### config.mk
export PLATFORM = sky130hd
export DESIGN_NAME = seq_execute_unit
export DESIGN_NICKNAME = d
export VERILOG_FILES = /design/src/rtl/seq_execute_unit.sv
export SDC_FILE = /design/constraint.sdc
export NUM_CORES = 1
export LEC_CHECK = 0
export CAP_MARGIN = 20
export CORE_UTILIZATION = 50
export DETAILED_ROUTE_END_ITERATION = 8
export GPL_TIMING_DRIVEN = 0
export PLACE_DENSITY_LB_ADDON = 0.2
export SKIP_LAST_GASP = 1
export SYNTH_ARGS = -nofsm -noshare
export SYNTH_HDL_FRONTEND = slang
export SYNTH_SLANG_ARGS = --single-unit
export TNS_END_PERCENT = 5
### constraint.sdc
create_clock -name i_clk -period 7.6 [get_ports i_clk]
set_input_delay 0.76 -clock i_clk [delete_from_list [all_inputs] [get_ports i_clk]]
set_output_delay 0.76 -clock i_clk [all_outputs]
set_load 0.02 [all_outputs]
### src/rtl/seq_execute_unit.sv
// Multi-cycle execute unit: single-cycle ALU ops and a shift-add multiplier
// that write back through a registered result port.
module seq_execute_unit #(
  parameter int unsigned DATA_SIZE = 32
) (
  input  logic                 i_clk,
  input  logic                 i_rst,
  input  logic                 i_start,
  input  logic [3:0]           i_opcode,
  input  logic [DATA_SIZE-1:0] i_operand1,
  input  logic [DATA_SIZE-1:0] i_operand2,
  input  logic [2:0]           i_destination,
  output logic                 o_busy,
  output logic [DATA_SIZE-1:0] o_result,
  output logic [2:0]           o_destination,
  output logic                 o_register_file_write,
  output logic                 o_zero,
  output logic                 o_negative,
  output logic                 o_carry
);
  localparam int unsigned SHW = $clog2(DATA_SIZE);

  typedef enum logic [1:0] {IDLE, EXEC, MUL, WB} state_t;
  typedef enum logic [3:0] {
    OP_ADD = 4'd0, OP_SUB = 4'd1, OP_AND = 4'd2, OP_OR  = 4'd3, OP_XOR = 4'd4,
    OP_SHL = 4'd5, OP_SHR = 4'd6, OP_ASR = 4'd7, OP_MUL = 4'd8, OP_MOV = 4'd9
  } opcode_t;

  state_t               state_q, state_d;
  logic [3:0]           opcode_q, opcode_d;
  logic [DATA_SIZE-1:0] op1_q, op1_d, op2_q, op2_d;
  logic [2:0]           dest_q, dest_d;
  logic [DATA_SIZE-1:0] mcand_q, mcand_d, mplier_q, mplier_d, acc_q, acc_d;
  logic [SHW-1:0]       cnt_q, cnt_d;
  logic                 mul_done_q, mul_done_d;
  logic [DATA_SIZE-1:0] result_q, result_d;
  logic [2:0]           wdest_q, wdest_d;
  logic                 zero_q, zero_d, neg_q, neg_d, carry_q, carry_d;

  logic [DATA_SIZE:0]   add_w, sub_w;
  logic [DATA_SIZE-1:0] alu_res;
  logic                 alu_carry;
  logic [SHW-1:0]       shamt;

  always_comb begin
    shamt     = op2_q[SHW-1:0];
    add_w     = {1'b0, op1_q} + {1'b0, op2_q};
    sub_w     = {1'b0, op1_q} + {1'b0, ~op2_q} + {{DATA_SIZE{1'b0}}, 1'b1};
    alu_res   = '0;
    alu_carry = 1'b0;
    case (opcode_q)
      OP_ADD: begin
        alu_res   = add_w[DATA_SIZE-1:0];
        alu_carry = add_w[DATA_SIZE];
      end
      OP_SUB: begin
        alu_res   = sub_w[DATA_SIZE-1:0];
        alu_carry = sub_w[DATA_SIZE];
      end
      OP_AND:  alu_res = op1_q & op2_q;
      OP_OR:   alu_res = op1_q | op2_q;
      OP_XOR:  alu_res = op1_q ^ op2_q;
      OP_SHL:  alu_res = op1_q << shamt;
      OP_SHR:  alu_res = op1_q >> shamt;
      OP_ASR:  alu_res = $unsigned($signed(op1_q) >>> shamt);
      OP_MOV:  alu_res = op1_q;
      default: alu_res = '0;
    endcase
  end

  always_comb begin
    state_d    = state_q;
    opcode_d   = opcode_q;
    op1_d      = op1_q;
    op2_d      = op2_q;
    dest_d     = dest_q;
    mcand_d    = mcand_q;
    mplier_d   = mplier_q;
    acc_d      = acc_q;
    cnt_d      = cnt_q;
    mul_done_d = mul_done_q;
    result_d   = result_q;
    wdest_d    = wdest_q;
    zero_d     = zero_q;
    neg_d      = neg_q;
    carry_d    = carry_q;

    case (state_q)
      IDLE: begin
        if (i_start && (i_opcode <= OP_MOV)) begin
          opcode_d = i_opcode;
          op1_d    = i_operand1;
          op2_d    = i_operand2;
          dest_d   = i_destination;
          if (i_opcode == OP_MUL) begin
            mcand_d    = i_operand1;
            mplier_d   = i_operand2;
            acc_d      = '0;
            cnt_d      = '0;
            mul_done_d = 1'b0;
            state_d    = MUL;
          end else begin
            state_d = EXEC;
          end
        end
      end
      EXEC: begin
        result_d = alu_res;
        wdest_d  = dest_q;
        zero_d   = (alu_res == '0);
        neg_d    = alu_res[DATA_SIZE-1];
        carry_d  = alu_carry;
        state_d  = WB;
      end
      MUL: begin
        // DATA_SIZE shift-add iterations, then one extra cycle that commits
        // the accumulator to the result registers (mirrors the EXEC stage).
        if (!mul_done_q) begin
          if (mplier_q[0]) acc_d = acc_q + mcand_q;
          mcand_d  = mcand_q << 1;
          mplier_d = mplier_q >> 1;
          cnt_d    = cnt_q + SHW'(1);
          if (cnt_q == SHW'(DATA_SIZE - 1)) mul_done_d = 1'b1;
        end else begin
          result_d = acc_q;
          wdest_d  = dest_q;
          zero_d   = (acc_q == '0);
          neg_d    = acc_q[DATA_SIZE-1];
          carry_d  = 1'b0;
          state_d  = WB;
        end
      end
      WB:      state_d = IDLE;
      default: state_d = IDLE;
    endcase
  end

  always_ff @(posedge i_clk or posedge i_rst) begin
    if (i_rst) begin
      state_q    <= IDLE;
      opcode_q   <= '0;
      op1_q      <= '0;
      op2_q      <= '0;
      dest_q     <= '0;
      mcand_q    <= '0;
      mplier_q   <= '0;
      acc_q      <= '0;
      cnt_q      <= '0;
      mul_done_q <= 1'b0;
      result_q   <= '0;
      wdest_q    <= '0;
      zero_q     <= 1'b0;
      neg_q      <= 1'b0;
      carry_q    <= 1'b0;
    end else begin
      state_q    <= state_d;
      opcode_q   <= opcode_d;
      op1_q      <= op1_d;
      op2_q      <= op2_d;
      dest_q     <= dest_d;
      mcand_q    <= mcand_d;
      mplier_q   <= mplier_d;
      acc_q      <= acc_d;
      cnt_q      <= cnt_d;
      mul_done_q <= mul_done_d;
      result_q   <= result_d;
      wdest_q    <= wdest_d;
      zero_q     <= zero_d;
      neg_q      <= neg_d;
      carry_q    <= carry_d;
    end
  end

  assign o_busy                = (state_q != IDLE);
  assign o_register_file_write = (state_q == WB);
  assign o_result              = result_q;
  assign o_destination         = wdest_q;
  assign o_zero                = zero_q;
  assign o_negative            = neg_q;
  assign o_carry               = carry_q;

endmodule

# Yosys cells after proc, flatten, opt, wreduce, memory -nomap -nowiden
# Index checks and enable logic that the tools add are counted.
[word_totals] out_inout_bits=40 word_cells=98 in_bits=74 reg_bits=213
[op_classes] n_reduce_logical=14 n_shift=3 magnitude_cmp=1 add_sub_neg=5 mux=38 eq_ne=18 bitwise_logic=4
[op_table] operator="2-to-1 mux 32 bit" n=11
[op_table] operator="one-hot mux 32 bit (9 select lines)" n=1
[op_table] operator="one-hot mux 32 bit (2 select lines)" n=4
[op_table] operator="adder 32 x 32 -> 33 bit" n=2
[op_table] operator="logical NOT 32 bit" n=2
[op_table] operator="adder 33 x 1 -> 33 bit (second input constant)" n=1
[op_table] operator="adder 32 bit" n=1
[op_table] operator="AND 32 bit" n=1
[op_table] operator="inverter 32 bit" n=1
[op_table] operator="OR 32 bit" n=1
[op_table] operator="<< shifter 32 x 5 -> 32 bit" n=1
[op_table] operator=">> shifter 32 x 5 -> 32 bit" n=1
[op_table] operator=">>> shifter 32 x 5 -> 32 bit" n=1
[op_table] operator="bitwise XOR 32 bit" n=1
[op_table] operator="equality test 4 x 3 -> 1 bit (second input constant)" n=4
[op_table] operator="2-to-1 mux 5 bit" n=3
[op_table] operator="inequality test 2 bit (second input constant)" n=5
[op_table] operator="one-hot mux 1 bit (2 select lines)" n=5
[op_table] operator="one-hot mux 5 bit (2 select lines)" n=1
[op_table] operator="equality test 4 x 2 -> 1 bit (second input constant)" n=2
[op_table] operator="equality test 4 bit (second input constant)" n=2
[op_table] operator="one-hot mux 2 bit (4 select lines)" n=1
[op_table] operator="2-to-1 mux 1 bit" n=7
[op_table] operator="2-to-1 mux 2 bit" n=3
[op_table] operator="16 further kinds" n=21

# Logic depth before layout (Yosys ltp)
# Gate-level depths: netlist of run 1.
[logic_depth] word_depth=6 mapped_depth=18 depth_no_buf=15

# Worst setup path before layout of run 1
# No wires, ideal clock.
[synth_path] path_type="register to register" startpoint="reg op2_q[2]" endpoint="reg zero_q, in the netlist o_zero" setup_time_ps=76 required_time_ps=7524 stages_incl_launch_ff=17 arrival_time_ps=4754 path_buffers=3 setup_slack_ps=2770 period_less_slack_ps=4830 path_cell_list="dfrtp_1 > clkinv_1 > clkbuf_1 > buf_2 > buf_1 > ha_1 > a211oi_1 > o21ai_0 > a31o_2 > a21oi_1 > o21ai_0 > a221o_1 > nor4_2 > nand4_1 > or4_1 > or4b_1 > o21ai_1"
[synth_between] elab_chain_len=6 word_cells_on_any_way=13 cone_classes="add/sub (3); shift (3); mux (2); bitwise (4); reduce/logical (1)"
[synth_lines] item="from (decl)" line_no="31" rtl="logic [DATA_SIZE-1:0] op1_q, op1_d, op2_q, op2_d;"
[synth_lines] item="from (signal assigned)" line_no="159" rtl="op2_q <= op2_d;"
[synth_lines] item="inverter 32 bit" line_no="48" rtl="sub_w = {1'b0, op1_q} + {1'b0, ~op2_q} + {{DATA_SIZE{1'b0}}, 1'b1};"
[synth_lines] item="adder 32 x 32 -> 33 bit" line_no="48"
[synth_lines] item="adder 33 x 1 -> 33 bit" line_no="48"
[synth_lines] item="one-hot mux 32 bit (9 select lines) (*)" line_no="51" rtl="case (opcode_q)"
[synth_lines] item="logical NOT 32 bit (*)" line_no="110" rtl="zero_d = (alu_res == '0);"
[synth_lines] item="one-hot mux 1 bit (2 select lines) (*)" line_no="88" rtl="case (state_q)"
[synth_lines] item="to (signal assigned)" line_no="168" rtl="zero_q <= zero_d;"
[synth_lines] item="to (decl)" line_no="38" rtl="logic zero_q, zero_d, neg_q, neg_d, carry_q, carry_d;"
# Mark *: on every way between the ends. The rest lies on a longest branch, timed or not.
# A chain may end at the register's enable or synchronous reset.

# Worst setup path after layout of run 1
[layout_path] startpoint="reg op2_q[1]" endpoint="reg zero_q, in the netlist o_zero"
# The elaborated chain is that of the path after synthesis.

==> metrics, run 1 <==
grt met3 use 0.199; DIE AREA 42400 µm²; Startpoint Class flip-flop; clock slew at reported path FFs 0.07 ns; clk root buf clkbuf_16; Post-synth top flop dfrtp_1; worst slew margin relative to its limit 0.169; Buffers on Ports 113; synth top area cells dfrtp_1, ha_1, mux4_2, mux2_2, mux2i_1; Global Route Usage Sum 0.494; Cells after Synth 2437; I/O pins 114; Worst EP required 8.09 ns; met1 Usage GRT 0.634; syn_area_per_cell 8.53 µm²; largest net degree at the start of global routing 133; Die Wd 206 µm; Post-synth EDFFs 0; fmax 130 MHz; sequential element share of the synthesized area 0.255; Worst Path Max Fanout 12; GR Util met2 0.693; critical path arrival 8.16 ns; DP Cell Count 3089; fin crit share 1.01; Hold Path Class reg -> reg; non-filler instance count after layout 3141; CP endpoint kind flip-flop; count of standard-cell rows 74; die height 206 µm; gr ovfl total 0; vias in the first global route 21599; CTS tree yes; Inserted Clock Buffers 25; Seq cells post-synth 212; starting density of the core 0.508; Cell variety after synth 92; Nets 2798; reg2reg setup slack -0.07 ns; min cycle time layout 7.67 ns; setup violators final 1; Worst Skew 0.0248 ns; CTS Buffer Depth 3; post-CTS sizing 0; dpl hpwl 83400 µm; routed vias/inst 7.29; Final Max Tran Viols 0; status finished with violations; ys async rst share 1.00; post-synth net total 2648; YS warnings 0; Routed WL 105000 µm; GPL Wtd Cong 1.12; CTS Hold Buffers Added 0; Mapped Area 20800 µm²; Post-CTS Setup Bufs 0; unrepaired setup endpoints after global routing no; DRT iter0 DRCs 3588; GRT Max-Usage Layer met2; Final ANT Viol Nets 0; vias 22907; TritonRoute pass-1 iters 9; most frequent cell after synthesis nand2_1; FILL cells 3669; Worst Tran Pin Value 1.24 ns; Clock Latency Late Sink 0.57 ns; final worst slack -0.0677 ns; ratio of cells with drive above 1 in the final layout 0.110; first-pass GRT wire length 149000 µm; final hold violation count 0; CTS H-tree lvls 1; initial antenna violation count 4; Core ar. 40900 µm²; DRC 2; WL/cell 33.5 µm; top cells by count, synth nand2_1, dfrtp_1, o21ai_0; Clock Sink Count 212; post-synth top area share 0.255; area delta synth->final 13.5%; # Max-Cap Violations 0; CP Class reg -> reg; cell taking the most area after synthesis dfrtp_1; failing checks DRC, setup timing
-- final cells by class --
type                       instances  area (µm²)  share of cell area
antenna                            3        7.51            0.000318
clock buffer                      33         696              0.0295
inverter                         110         420              0.0178
timing repair buffer             123        1220              0.0520
buffer                           199         833              0.0353
tap                              532         666              0.0282
multi-input combinational       1916       14200               0.604
sequential                       212        5310               0.225
clock inverter                    13         191             0.00812
-- worst paths after layout --
| check | end | start | cells past startpoint |
|---|---|---|---|
| hold reg to reg | o_destination[1] | o_destination[1] | 2 |
| hold / removal | o_destination[1] | o_destination[1] | 2 |
| setup reg to reg | o_zero | op2_q[1] | 18 |
| max in group asynchronous | o_carry | i_rst | 3 |
| setup / recovery | o_zero | op2_q[1] | 18 |
| min in group asynchronous | op2_q[3] | i_rst | 2 |
-- worst max-delay path, stage by stage (launching register included) --
cell and delay (ns):
dfrtp_1 0.48, buf_2 0.24, inv_1 0.11, buf_2 0.35, buf_2 0.42, buf_2 0.40
buf_2 0.49, ha_1 0.35, a211oi_1 0.52, o21bai_1 0.19, mux2i_1 0.15, nor4b_1 0.84
nand3_1 0.45, nor4_1 0.93, and4_1 0.35, nand4_1 0.11, or4_1 0.54, or4b_1 0.51
o21ai_1 0.14
-- state kept, by name, summed over array words and instances (netlist names) --
name / cells
acc_q: 32
o_destination: 3
mul_done_q: 1
opcode_q: 4
o_zero: 1
o_result: 32
mcand_q: 32
op1_q: 32
dest_q: 3
mplier_q: 32
op2_q: 32
state_q: 2
o_carry: 1
cnt_q: 5
-- metal layers --
layer / routed length (µm) / vias up
li1: - / 9416
met1: 39500 / 11101
met2: 42100 / 1916
met3: 15700 / 474
met4: 7840 / 0
met5: 0 / -
-- metrics by stage --
stage	utilization	worst slack (ns)	cell area [µm²]	hold slack (ns)	TNS, ns
floorplan	-	1.05	20800	0.441	0
global placement	0.552	-1.52	22600	0.459	-309.91
detailed placement	0.554	0.504	22700	0.460	0
CTS	0.575	0.491	23500	0.472	0
global route	0.576	0.118	23600	0.497	0
finish	0.576	-0.0677	23600	0.471	-0.0677
-- layout by cell type, fill, tap and decap left out, types with 11 or more instances in the layout --
cell type / n
clkbuf_16: 25
ha_1: 134
xnor2_1: 17
or3_1: 11
o21a_1: 11
and3_1: 12
nand2_1: 271
o21ai_0: 198
buf_2: 27
nor4_1: 20
mux4_2: 61
o31a_1: 11
mux2_2: 110
nand2b_1: 32
a22oi_1: 24
a221oi_1: 17
o221ai_1: 16
clkbuf_1: 147
a21oi_1: 151
a21o_1: 33
a31oi_1: 25
clkdlybuf4s50_1: 113
nand3_1: 36
mux2i_1: 114
xor2_1: 18
a22o_1: 12
buf_1: 23
nor2b_1: 26
nor2_1: 149
o31ai_1: 13
o211ai_1: 31
o22ai_1: 40
o21bai_1: 16
dfrtp_1: 212
nor3_1: 49
a211oi_1: 31
nand4_1: 21
a211o_1: 12
inv_1: 106
-- kinds of logic (layout without fill, tap and decap cells) --
kind of cell	count (synthesis)	after routing	share of synthesized area
compound gates	765	765	0.245
simple gates	691	691	0.158
buf+inv	309	478	0.0600
mux	288	288	0.183
flops	212	212	0.255
fa+ha+maj	137	137	0.0836
xor+xnor	35	35	0.0148
other cells	0	3	0
Power of run 1 is not shown: default switching activity piles up to over one toggle a cycle in this logic, so the estimate is an artifact.
==> run 2: changes to the inputs <==
==> constraint.sdc (replaced) <==
create_clock -name i_clk -period 7.6 [get_ports i_clk]
set_input_delay 1.52 -clock i_clk [delete_from_list [all_inputs] [get_ports i_clk]]
set_output_delay 1.52 -clock i_clk [all_outputs]
set_load 0.02 [all_outputs]
==> results of run 2 <==
Same layout as run 1 (identical final DEF). Status: finished with violations: DRC, setup timing.
Power of run 2 is left out for the same reason.
